## config.mk

```make
export PLATFORM = sky130hd
export DESIGN_NAME = pe_host_ctrl
export DESIGN_NICKNAME = d
export VERILOG_FILES = /design/src/rtl/pe_host_pkg.sv /design/src/rtl/pe_fill_counter.sv /design/src/rtl/pe_host_ctrl.sv
export SDC_FILE = /design/constraint.sdc
export NUM_CORES = 1
export LEC_CHECK = 0
export CORE_UTILIZATION = 51
export CTS_BUF_LIST = sky130_fd_sc_hd__clkbuf_16
export CTS_CLUSTER_SIZE = 14
export DETAILED_ROUTE_END_ITERATION = 10
export GPL_ROUTABILITY_DRIVEN = 0
export PLACE_DENSITY = 0.85
export SYNTH_ARGS = -nofsm -noshare
export SYNTH_HDL_FRONTEND = slang
export SYNTH_SLANG_ARGS = --single-unit
```

## constraint.sdc

```tcl
create_clock -name clk -period 3.4 [get_ports clk]
set_clock_uncertainty 0.2 [all_clocks]
set_input_delay 1.02 -clock clk [delete_from_list [all_inputs] [get_ports clk]]
set_output_delay 1.02 -clock clk [all_outputs]
set_load 0.03 [all_outputs]
```

## src/rtl/pe_host_pkg.sv

```systemverilog
// Shared types for the host-side PE array command initiator.
package pe_host_pkg;

   // Host request operations as carried on req_op.
   typedef enum logic [1:0] {
      HOST_WRITE = 2'd0,
      HOST_READ  = 2'd1,
      HOST_FILL  = 2'd2,
      HOST_STEP  = 2'd3
   } host_op_e;

   // Controller sequencing states.
   typedef enum logic [2:0] {
      ST_IDLE,
      ST_ISSUE,
      ST_WAIT,
      ST_GAP,
      ST_RESP
   } host_state_e;

   // Array command encodings; these must track the pe_array opcode decoder.
   localparam logic [1:0] PE_NOP   = 2'd0;
   localparam logic [1:0] PE_WRITE = 2'd1;
   localparam logic [1:0] PE_READ  = 2'd2;
   localparam logic [1:0] PE_STEP  = 2'd3;

   // Array command issued for a host op (FILL is a sequence of writes).
   function automatic logic [1:0] pe_cmd(host_op_e op);
      case (op)
         HOST_READ: return PE_READ;
         HOST_STEP: return PE_STEP;
         default:   return PE_WRITE;
      endcase
   endfunction

endpackage

```

## src/rtl/pe_fill_counter.sv

```systemverilog
// Raster x/y cell counter for whole-array fill: x fastest, y outer.
module pe_fill_counter #(
   parameter int X_BITS = 5,
   parameter int Y_BITS = 5
) (
   input  logic              clk,
   input  logic              rst,
   input  logic              clr,
   input  logic              adv,
   output logic [X_BITS-1:0] x,
   output logic [Y_BITS-1:0] y,
   output logic              last
);

   // Advance in raster order; x wrapping to 0 carries into y.
   always_ff @(posedge clk or posedge rst) begin
      if (rst) begin
         x <= '0;
         y <= '0;
      end else if (clr) begin
         x <= '0;
         y <= '0;
      end else if (adv) begin
         x <= x + 1'b1;
         if (&x) y <= y + 1'b1;
      end
   end

   // Last cell is the far corner of the array.
   always_comb last = (&x) && (&y);

endmodule

```

## src/rtl/pe_host_ctrl.sv

```systemverilog
// Host command initiator for the PE array cell-access port. Serialises
// single-cell write/read, whole-array fill and generation step commands,
// and reports read data plus timeout status on a one-cycle response strobe.
module pe_host_ctrl
   import pe_host_pkg::*;
#(
   parameter int N_PX_BITS     = 5,
   parameter int N_PY_BITS     = 5,
   parameter int PE_CMD_BITS   = 2,
   parameter int PE_STATE_BITS = 1,
   parameter int TIMEOUT_CYC   = 1024
) (
   input  logic                     clk,
   input  logic                     rst,
   input  logic                     req_valid,
   output logic                     req_ready,
   input  logic [1:0]               req_op,
   input  logic [N_PX_BITS-1:0]     req_x,
   input  logic [N_PY_BITS-1:0]     req_y,
   input  logic [PE_STATE_BITS-1:0] req_data,
   output logic                     rsp_valid,
   output logic [PE_STATE_BITS-1:0] rsp_data,
   output logic                     rsp_err,
   output logic [N_PX_BITS-1:0]     adr_x,
   output logic [N_PY_BITS-1:0]     adr_y,
   output logic [PE_CMD_BITS-1:0]   opcode,
   output logic [PE_STATE_BITS-1:0] vali,
   input  logic [PE_STATE_BITS-1:0] valo,
   input  logic                     written
);

   localparam int              TMO_W   = $clog2(TIMEOUT_CYC) + 1;
   localparam logic [TMO_W-1:0] TMO_MAX = TMO_W'(TIMEOUT_CYC - 1);

   host_state_e              state, state_nxt;
   host_op_e                 op_q;
   logic [N_PX_BITS-1:0]     x_q;
   logic [N_PY_BITS-1:0]     y_q;
   logic [PE_STATE_BITS-1:0] data_q;
   logic [PE_STATE_BITS-1:0] rdata_q;
   logic                     err_q;
   logic [TMO_W-1:0]         tmo_q;

   logic                     accept;
   logic                     fill_adv;
   logic [N_PX_BITS-1:0]     fc_x;
   logic [N_PY_BITS-1:0]     fc_y;
   logic                     fc_last;

   pe_fill_counter #(
      .X_BITS (N_PX_BITS),
      .Y_BITS (N_PY_BITS)
   ) u_fill (
      .clk  (clk),
      .rst  (rst),
      .clr  (accept),
      .adv  (fill_adv),
      .x    (fc_x),
      .y    (fc_y),
      .last (fc_last)
   );

   // State register plus captured request, timeout counter and response data.
   always_ff @(posedge clk or posedge rst) begin
      if (rst) begin
         state   <= ST_IDLE;
         op_q    <= HOST_WRITE;
         x_q     <= '0;
         y_q     <= '0;
         data_q  <= '0;
         rdata_q <= '0;
         err_q   <= 1'b0;
         tmo_q   <= '0;
      end else begin
         state <= state_nxt;
         if (accept) begin
            op_q    <= host_op_e'(req_op);
            x_q     <= req_x;
            y_q     <= req_y;
            data_q  <= req_data;
            rdata_q <= '0;
            err_q   <= 1'b0;
         end
         if (state == ST_ISSUE) tmo_q <= '0;
         if (state == ST_WAIT) begin
            if (written) begin
               if (op_q == HOST_READ) rdata_q <= valo;
            end else begin
               tmo_q <= tmo_q + 1'b1;
               if (tmo_q == TMO_MAX) err_q <= 1'b1;
            end
         end
      end
   end

   // Next-state and output decode. Array outputs are a pure function of the
   // state and captured request, so an async reset drops them at once.
   always_comb begin
      state_nxt = state;
      accept    = 1'b0;
      fill_adv  = 1'b0;
      req_ready = 1'b0;
      rsp_valid = 1'b0;
      rsp_data  = '0;
      rsp_err   = 1'b0;
      adr_x     = '0;
      adr_y     = '0;
      opcode    = PE_CMD_BITS'(PE_NOP);
      vali      = '0;

      // Address/data stay stable through ISSUE, WAIT and GAP of each cell.
      if (state == ST_ISSUE || state == ST_WAIT || state == ST_GAP) begin
         case (op_q)
            HOST_FILL: begin
               adr_x = fc_x;
               adr_y = fc_y;
               vali  = data_q;
            end
            HOST_WRITE: begin
               adr_x = x_q;
               adr_y = y_q;
               vali  = data_q;
            end
            HOST_READ: begin
               adr_x = x_q;
               adr_y = y_q;
            end
            default: ;
         endcase
      end
      if (state == ST_ISSUE || state == ST_WAIT)
         opcode = PE_CMD_BITS'(pe_cmd(op_q));

      case (state)
         ST_IDLE: begin
            req_ready = 1'b1;
            if (req_valid) begin
               accept    = 1'b1;
               state_nxt = ST_ISSUE;
            end
         end
         ST_ISSUE: state_nxt = ST_WAIT;
         ST_WAIT: begin
            if (written || tmo_q == TMO_MAX) state_nxt = ST_GAP;
         end
         // NOP gap held until the array releases written.
         ST_GAP: begin
            if (!written) begin
               if (op_q == HOST_FILL && !err_q && !fc_last) begin
                  fill_adv  = 1'b1;
                  state_nxt = ST_ISSUE;
               end else begin
                  state_nxt = ST_RESP;
               end
            end
         end
         ST_RESP: begin
            rsp_valid = 1'b1;
            rsp_data  = rdata_q;
            rsp_err   = err_q;
            state_nxt = ST_IDLE;
         end
         default: state_nxt = ST_IDLE;
      endcase
   end

endmodule

```

==> metrics.cfg <==
[status]
status=finished, final reports clean

[yosys]
synthArstFlopShare_pct=100
syn_inst=242
ys_ff_latch=39
yosysSeqAreaShare_pct=45.4
syn_area_mm2=0.00215
netlist_top_cells_area=dfrtp_1 (45%), nand2_1 (10%), nor2_1 (4.0%)
ys_types=43
synth_nets=265
syn_avg_cell_area_um2=8.88
synth_flop_cell=dfrtp_1
yosys.area.top_type=dfrtp_1
synth_edf_count=0
synthDominantCellAreaShare_pct=45.4
yosysWarnings=0

[cts]
clk_pin_slew_worst_paths_ps=60
htreeDepth=2
cts_root_buf=clkbuf_16
numCtsBuffers=5
cts_buffer_depth=2
clock-sinks=39
cts-resized-gates=0
post_cts_buffers=0
cts_tree=built
cts_hold_buf=0
clock_latency_ps=280

[drt]
first_pass_iters=6
routedWlPerCell_um=14.9
viasPerCell=5.59
ant_nets=0
route.vias.total=1839
wirelength_mm=4.90
drc_errors=0
drt_iter0_drc=177

[setup_path]
worst_path_max_delay_cell=clkdlybuf4s50_1
r2r-end=u_fill.y[1]
timing.rr.start=u_fill.x[0]
worst_ep_arrival_time_ps=2060
end_kind=primary output
critPathLaunchType=register
critical_path.max_fanout=12
crit_type=register to primary output
cp.required_ps=2180
rrSetupSlack_ps=960
cpPeakStageDelay_ps=710
crit_chain=nor2_1 > or2_2 > nor3b_1 > clkdlybuf4s50_1
crit_cells=4
crit_start=state[0]
crit_family=simple AND/OR/NAND/NOR gates
r2r_cells=7
path_buf_inv=1
crit_end=vali

[sta]
period_needed_ps=3280
rsz0062_at_grt=no
setup_viol=0
relSlewSlack_pct=52.8
drv_slew=0
fin_crit_sh_pct=96.6
fmax_mhz=305
tightest_slew_ps=706
setup_tns_ps=0
final_hold_viol_count=0

[placed_design]
dp_hpwl_mm=3.33
io_buffers=34

[pwr]
peakVddDrop_v=0.000391
p_total_mw=2.11
p_leak_nw=1.25
power_density_mw_per_mm2=783

[cells_and_area]
n_antenna_cell=0
areaGrowthSynthToFinish_pct=25.2
final_nets=303
layout-drive-gt1-share_pct=7.53

[floorplan]
die_x_um=66.9
rows=23
dieArea_mm2=0.00448
io_pins=35
start_util_pct=53.4
core_mm2=0.00403
die_h_um=66.9

[global_route]
grt_max_degree=40
grt_pass1_vias=1798
track_usage_pct=25.6
overflow=0
antenna_found_initial=0
grt_pass1_wl_mm=8.42

[run]
drv_cap=0

[worst_hold_path]
hp-class=register to register

## worst min path at each step
stage / startpoint / end / cells past startpoint / slack (ps)
after global placement: x_q[2] / x_q[2] / 2 / 250
after CTS: y_q[0] / y_q[0] / 2 / 270
after global routing: y_q[1] / y_q[1] / 2 / 290
final: y_q[0] / y_q[0] / 2 / 270
after detailed placement: y_q[0] / y_q[0] / 2 / 260
after floorplan: data_q / data_q / 2 / 240
## layout make-up
type,instances,area [um2]
Inverter,3,11.3
Multi-Input combinational cell,188,1100
Tap cell,50,62.6
Clock buffer,5,125
Clock inverter,1,3.75
Fill cell,324,1340
Sequential cell,39,976
Timing Repair Buffer,43,408
## synthesized netlist by cell type (2+ instances only)
library cell / number
nand2b_1: 2
nand3_1: 7
nand2_1: 60
xnor2_1: 5
and2_1: 3
mux2i_1: 3
and2b_1: 4
nor3_1: 4
xor2_1: 4
dfrtp_1: 39
o31ai_1: 2
ha_1: 5
nand4_1: 4
o21ai_0: 7
a21oi_1: 13
nand3b_1: 2
nor2_1: 23
inv_1: 3
and3_1: 6
nor4b_4: 3
nor2b_1: 8
buf_2: 4
nor3b_1: 4
clkbuf_1: 6
nor4_1: 3
## metal layers
layer / up-vias / GRT usage (%) / part of all wire [%]
met3: 13 / 4.97 / 3.8
met5: - / 0 / 0
met2: 55 / 40.0 / 48
met1: 876 / 33.5 / 46
met4: 0 / 12.8 / 2.4
li1: 895 / - / -
## worst min-delay path, stage by stage, from the launching register on
cell and delay (ps):
dfrtp_1 330, nand2_1 50, nand2_1 50
## state kept, by name, summed over array words and instances (netlist names)
name / cells
y_q: 5
x_q: 5
u_fill.x: 5
u_fill.y: 5
tmo_q: 11
err_q: 1
data_q: 1
state: 3
op_q: 2
rdata_q: 1
## stage by stage
step           worst slack (ps)  util, %  cells  hold WS (ps)  area, um2
3_5_place_dp                274     63.6    323           261       2560
4_1_cts                     127     66.8    329           272       2690
3_3_place_gp                371     63.6    323           252       2560
5_1_grt                    25.7     66.8    329           292       2690
2_1_floorplan               445        -    242           238       2150
6_report                    117     66.8    329           266       2690
## cells in the final DEF, fill, tap and decap left out, types with 5 or more instances in the layout
cell type,instances
a21oi_1,13
and3_1,6
buf_4,9
clkbuf_16,5
clkdlybuf4s50_1,34
dfrtp_1,39
ha_1,5
nand2_1,60
nand3_1,7
nor2_1,23
nor2b_1,8
o21ai_0,7
xnor2_1,5
## where the power goes
part | switching, mW | internal (mW) | total [mW]
sequential | 0.0719 | 0.579 | 0.651
clock | 0.163 | 0.260 | 0.423
combinational | 0.622 | 0.411 | 1.03
## kinds of logic after synthesis
| family | share of synthesized area [%] |
|---|---|
| simple gates | 35.4 |
| flops | 45.4 |
| compound gates | 8.03 |
| buf+inv | 3.20 |
| xor+xnor | 3.67 |
| fa+ha+maj | 2.91 |
| mux | 1.40 |
(Power assumes the default switching activity.)
